## src/rtl/note_key_debouncer.sv

```systemverilog
// rtl/note_key_debouncer.sv - debounces eight raw piano keys into one 4-bit note code
// Two-flop synchronizer, lowest-key-wins encoder and a four-state debounce FSM.
module note_key_debouncer #(
  parameter int DEBOUNCE_CYCLES = 500000,
  parameter int CNT_W           = 19
) (
  input  logic       CLK,
  input  logic       RESET,
  input  logic [7:0] keys,
  output logic [3:0] note,
  output logic       note_strobe,
  output logic       multi_key
);

  typedef enum logic [1:0] {
    IDLE         = 2'd0,
    PRESS_WAIT   = 2'd1,
    HELD         = 2'd2,
    RELEASE_WAIT = 2'd3
  } state_t;

  localparam logic [CNT_W-1:0] CNT_LAST = CNT_W'(DEBOUNCE_CYCLES - 1);

  logic [7:0]       sync1_q;
  logic [7:0]       sync2_q;
  logic [3:0]       raw_code;
  logic [3:0]       ones;
  logic             multi_d;
  logic             multi_q;
  state_t           state_q;
  state_t           state_d;
  logic [3:0]       cand_q;
  logic [3:0]       cand_d;
  logic [CNT_W-1:0] cnt_q;
  logic [CNT_W-1:0] cnt_d;
  logic [3:0]       note_q;
  logic [3:0]       note_d;
  logic             strobe_q;
  logic             strobe_d;

  always_ff @(posedge CLK or posedge RESET) begin
    if (RESET) begin
      sync1_q <= '0;
      sync2_q <= '0;
      multi_q <= 1'b0;
    end else begin
      sync1_q <= keys;
      sync2_q <= sync1_q;
      multi_q <= multi_d;
    end
  end

  // Scan from the top so the lowest set key is the last one written.
  always_comb begin
    raw_code = '0;
    ones     = '0;
    for (int i = 7; i >= 0; i--) begin
      if (sync2_q[i]) begin
        raw_code = 4'(i + 1);
      end
      ones = ones + {3'b000, sync2_q[i]};
    end
    multi_d = (ones > 4'd1);
  end

  always_ff @(posedge CLK or posedge RESET) begin
    if (RESET) begin
      state_q  <= IDLE;
      cand_q   <= '0;
      cnt_q    <= '0;
      note_q   <= '0;
      strobe_q <= 1'b0;
    end else begin
      state_q  <= state_d;
      cand_q   <= cand_d;
      cnt_q    <= cnt_d;
      note_q   <= note_d;
      strobe_q <= strobe_d;
    end
  end

  always_comb begin
    state_d  = state_q;
    cand_d   = cand_q;
    cnt_d    = cnt_q;
    note_d   = note_q;
    strobe_d = 1'b0;
    case (state_q)
      IDLE: begin
        if (raw_code != 4'd0) begin
          state_d = PRESS_WAIT;
          cand_d  = raw_code;
          cnt_d   = '0;
        end
      end
      PRESS_WAIT: begin
        if (raw_code == 4'd0) begin
          state_d = IDLE;
          cnt_d   = '0;
        end else if (raw_code != cand_q) begin
          cand_d = raw_code;
          cnt_d  = '0;
        end else if (cnt_q == CNT_LAST) begin
          note_d   = cand_q;
          strobe_d = 1'b1;
          state_d  = HELD;
          cnt_d    = '0;
        end else begin
          cnt_d = cnt_q + 1'b1;
        end
      end
      HELD: begin
        if (raw_code != note_q) begin
          state_d = RELEASE_WAIT;
          cand_d  = raw_code;
          cnt_d   = '0;
        end
      end
      RELEASE_WAIT: begin
        // A return to the held note is a glitch; a new stable code may be a release or a slide.
        if (raw_code == note_q) begin
          state_d = HELD;
          cnt_d   = '0;
        end else if (raw_code != cand_q) begin
          cand_d = raw_code;
          cnt_d  = '0;
        end else if (cnt_q == CNT_LAST) begin
          note_d   = cand_q;
          strobe_d = 1'b1;
          state_d  = (cand_q == 4'd0) ? IDLE : HELD;
          cnt_d    = '0;
        end else begin
          cnt_d = cnt_q + 1'b1;
        end
      end
      default: begin
        state_d = IDLE;
        cnt_d   = '0;
      end
    endcase
  end

  always_comb begin
    note        = note_q;
    note_strobe = strobe_q;
    multi_key   = multi_q;
  end

endmodule

```

## config.mk

```make
export PLATFORM = sky130hd
export DESIGN_NAME = note_key_debouncer
export DESIGN_NICKNAME = d
export VERILOG_FILES = /design/src/rtl/note_key_debouncer.sv
export SDC_FILE = /design/constraint.sdc
export NUM_CORES = 1
export LEC_CHECK = 0
export ABC_AREA = 1
export CAP_MARGIN = 20
export CORE_UTILIZATION = 40
export DETAILED_ROUTE_END_ITERATION = 8
export GPL_ROUTABILITY_DRIVEN = 0
export SETUP_SLACK_MARGIN = 0.05
export SYNTH_ARGS = -nofsm -noshare
export SYNTH_HDL_FRONTEND = slang
export SYNTH_SLANG_ARGS = --single-unit
```

## constraint.sdc

```tcl
create_clock -name CLK -period 5.25 [get_ports CLK]
set_input_delay 1.05 -clock CLK [delete_from_list [all_inputs] [get_ports CLK]]
set_output_delay 1.05 -clock CLK [all_outputs]
set_load 0.005 [all_outputs]
```

==> qor.yml <==
status: "finished clean"
fin_crit_sh_pct: 57.6
clockRootBuffer: "clkbuf_8"
rsz0062_at_grt: "no"
ant_nets: 0
drtIter0Drc: 95
max-vdd-ir-drop_v: 0.000154
grt_max_degree: 48
grt_pass1_vias: 2227
syn_inst: 357
hold_violations: 0
syn_avg_cell_area_um2: 7.79
critical_path_class: "reg -> reg"
vias_per_cell: 4.85
drive_above_1_share_pct: 12.0
io_pins: 16
post_cts_buffers: 0
layout.nets: 392
grt_util_all_layers_pct: 17.5
synth_cell_types: 33
setup_violations: 0
tightest_slew_ns: 0.365
initial_core_util_pct: 41.2
drv_cap: 0
grt_pass1_wl_um: 10100
via_count: 2208
async_reset_ff_share_pct: 100
hold_buffers: 0
htreeDepth: 2
cp-end-kind: "register"
ys_ff_latch: 47
fin_tns_setup_ns: 0
die_area_um2: 7290
synth_area_leaders: "dfrtp_1, nand2_1, inv_1"
antenna_cells: 0
p_leak_nw: 1.38
core_um2: 6760
cts_tree: "yes"
dieHeight_um: 85.4
antenna_found_initial: 0
hp-class: "reg -> reg"
synth_edf_count: 0
port_buffers: 15
nFillCells: 665
syn_to_final_growth_pct: 12.1
yosys_warnings: 0
slew_viol_final: 0
seq_area_frac_synth_pct: 42.3
overflow: 0
powerDensity_nw_per_um2: 311
hpwl_um: 4110
clk_pin_slew_ns: 0.10
die_x_um: 85.4
yosys.area.top_type: "dfrtp_1"
skew_ns: 0.00670
cp.arrival_ns: 3.21
crit_path_start_kind: "register"
required_ns: 5.43
numCtsBuffers: 5
rows: 30
netlist_area_um2: 2780
cts_buffer_depth: 2
cts.sinks: 47
post-synth-top-area-fraction_pct: 42.3
whs_ns: 0.356
synth_flop_cell: "dfrtp_1"
yosys-top-cells-count: "nand2_1, dfrtp_1, inv_1"
clock_latency_ns: 0.30
cts_resized: 0
period_needed_ns: 3.02
total_power_mw: 0.970
drc: 0
cp_max_fo: 3
drt-wirelength-per-cell_um: 12.3
synth_most_common_cell: "nand2_1"
drt_pass1_iterations: 4
wirelength_um: 5580
slew_headroom_pct: 75.5
fmax_mhz: 331
synth_nets: 375
state kept, by name, summed over array words and instances (netlist names):
signal	cells
note_strobe	1
note	4
cand_q	4
multi_key	1
state_q	2
sync2_q	8
sync1_q	8
cnt_q	19
power breakdown:
group / switching [mW] / internal, mW / total [mW]
Clock: 0.135 / 0.145 / 0.279
Sequential: 0.0367 / 0.393 / 0.429
Combinational: 0.175 / 0.0861 / 0.261
Total: 0.346 / 0.623 / 0.970
layout make-up:
cell class	count	area [um^2]	share of cell area, %
repair buffers	16	170	5.46
well taps	80	100	3.21
inverters	44	165	5.30
flip-flops and latches	47	1180	37.7
clock inverters	3	47.5	1.53
multi-input cells	260	1390	44.6
clock buffers	5	68.8	2.21
per-stage QoR:
stage | util (%) | setup slack, ns | instances | cell area (um^2)
after floorplan | - | 2.40 | 357 | 2780
after global placement | 44.1 | 2.36 | 446 | 2980
after detailed placement | 44.1 | 2.21 | 446 | 2980
after CTS | 45.8 | 2.21 | 454 | 3100
after global routing | 46.1 | 2.07 | 455 | 3120
final | 46.1 | 2.23 | 455 | 3120
kinds of logic (layout without fill, tap and decap cells):
group / Yosys count / after routing / synth area share, %
buf+inv: 50 / 68 / 7.78
compound gates: 27 / 27 / 6.34
simple gates: 216 / 216 / 36.1
flops: 47 / 47 / 42.3
xor+xnor: 9 / 9 / 2.83
fa+ha+maj: 8 / 8 / 4.68
worst max-delay path, cell delays in order (launching register included):
cell      delay [ns]
dfrtp_1         0.44
fa_1            0.56
inv_1           0.05
fa_1            0.49
fa_1            0.41
inv_1           0.07
ha_1            0.16
inv_1           0.06
fa_1            0.38
nor2_1          0.10
nand2_1         0.05
nand2_1         0.05
o211ai_1        0.08
worst paths after layout:
path / cells past startpoint / startpoint / to / slack, ns
worst min register to register: 0 / sync1_q[0]$_DFF_PP0_ / sync2_q[0]$_DFF_PP0_ / 0.36
max in group asynchronous: 3 / RESET / cand_q[1]$_DFFE_PP0P_ / 3.76
min in group asynchronous: 2 / RESET / cnt_q[13]$_DFFE_PP0P_ / 1.01
worst max-delay path: 12 / sync2_q[0]$_DFF_PP0_ / multi_key$_DFF_PP0_ / 2.23
worst min-delay path: 0 / sync1_q[0]$_DFF_PP0_ / sync2_q[0]$_DFF_PP0_ / 0.36
worst max register to register: 12 / sync2_q[0]$_DFF_PP0_ / multi_key$_DFF_PP0_ / 2.23
cell usage in the layout, fill, tap and decap left out:
cell type	count
xnor2_1	1
o211ai_1	1
nor3_1	4
clkinv_1	1
clkbuf_8	5
buf_12	1
o21ai_1	4
xor2_1	8
dfrtp_1	47
nand4_1	15
clkdlybuf4s50_1	15
nand3b_1	3
nand3_4	1
or2_2	2
o21ai_2	9
inv_2	3
nor2_4	2
o21bai_1	2
nand2_4	2
nor4_1	1
nand2_2	9
inv_1	40
inv_6	1
nor3_2	2
nor4_2	1
fa_1	4
nand3_1	25
ha_1	4
nor2_1	33
bufinv_16	1
o21ai_0	11
nand2_1	111
nor2_2	5
clkinv_4	1
layer usage:
metal  global-route usage (%)  wire length, um  vias up
li1                         -                -     1170
met1                     22.6             2730     1000
met2                     29.5             2620       28
met3                     3.02              128       10
met4                     6.52               95        0
met5                        0                0        -
(Power assumes the default switching activity.)
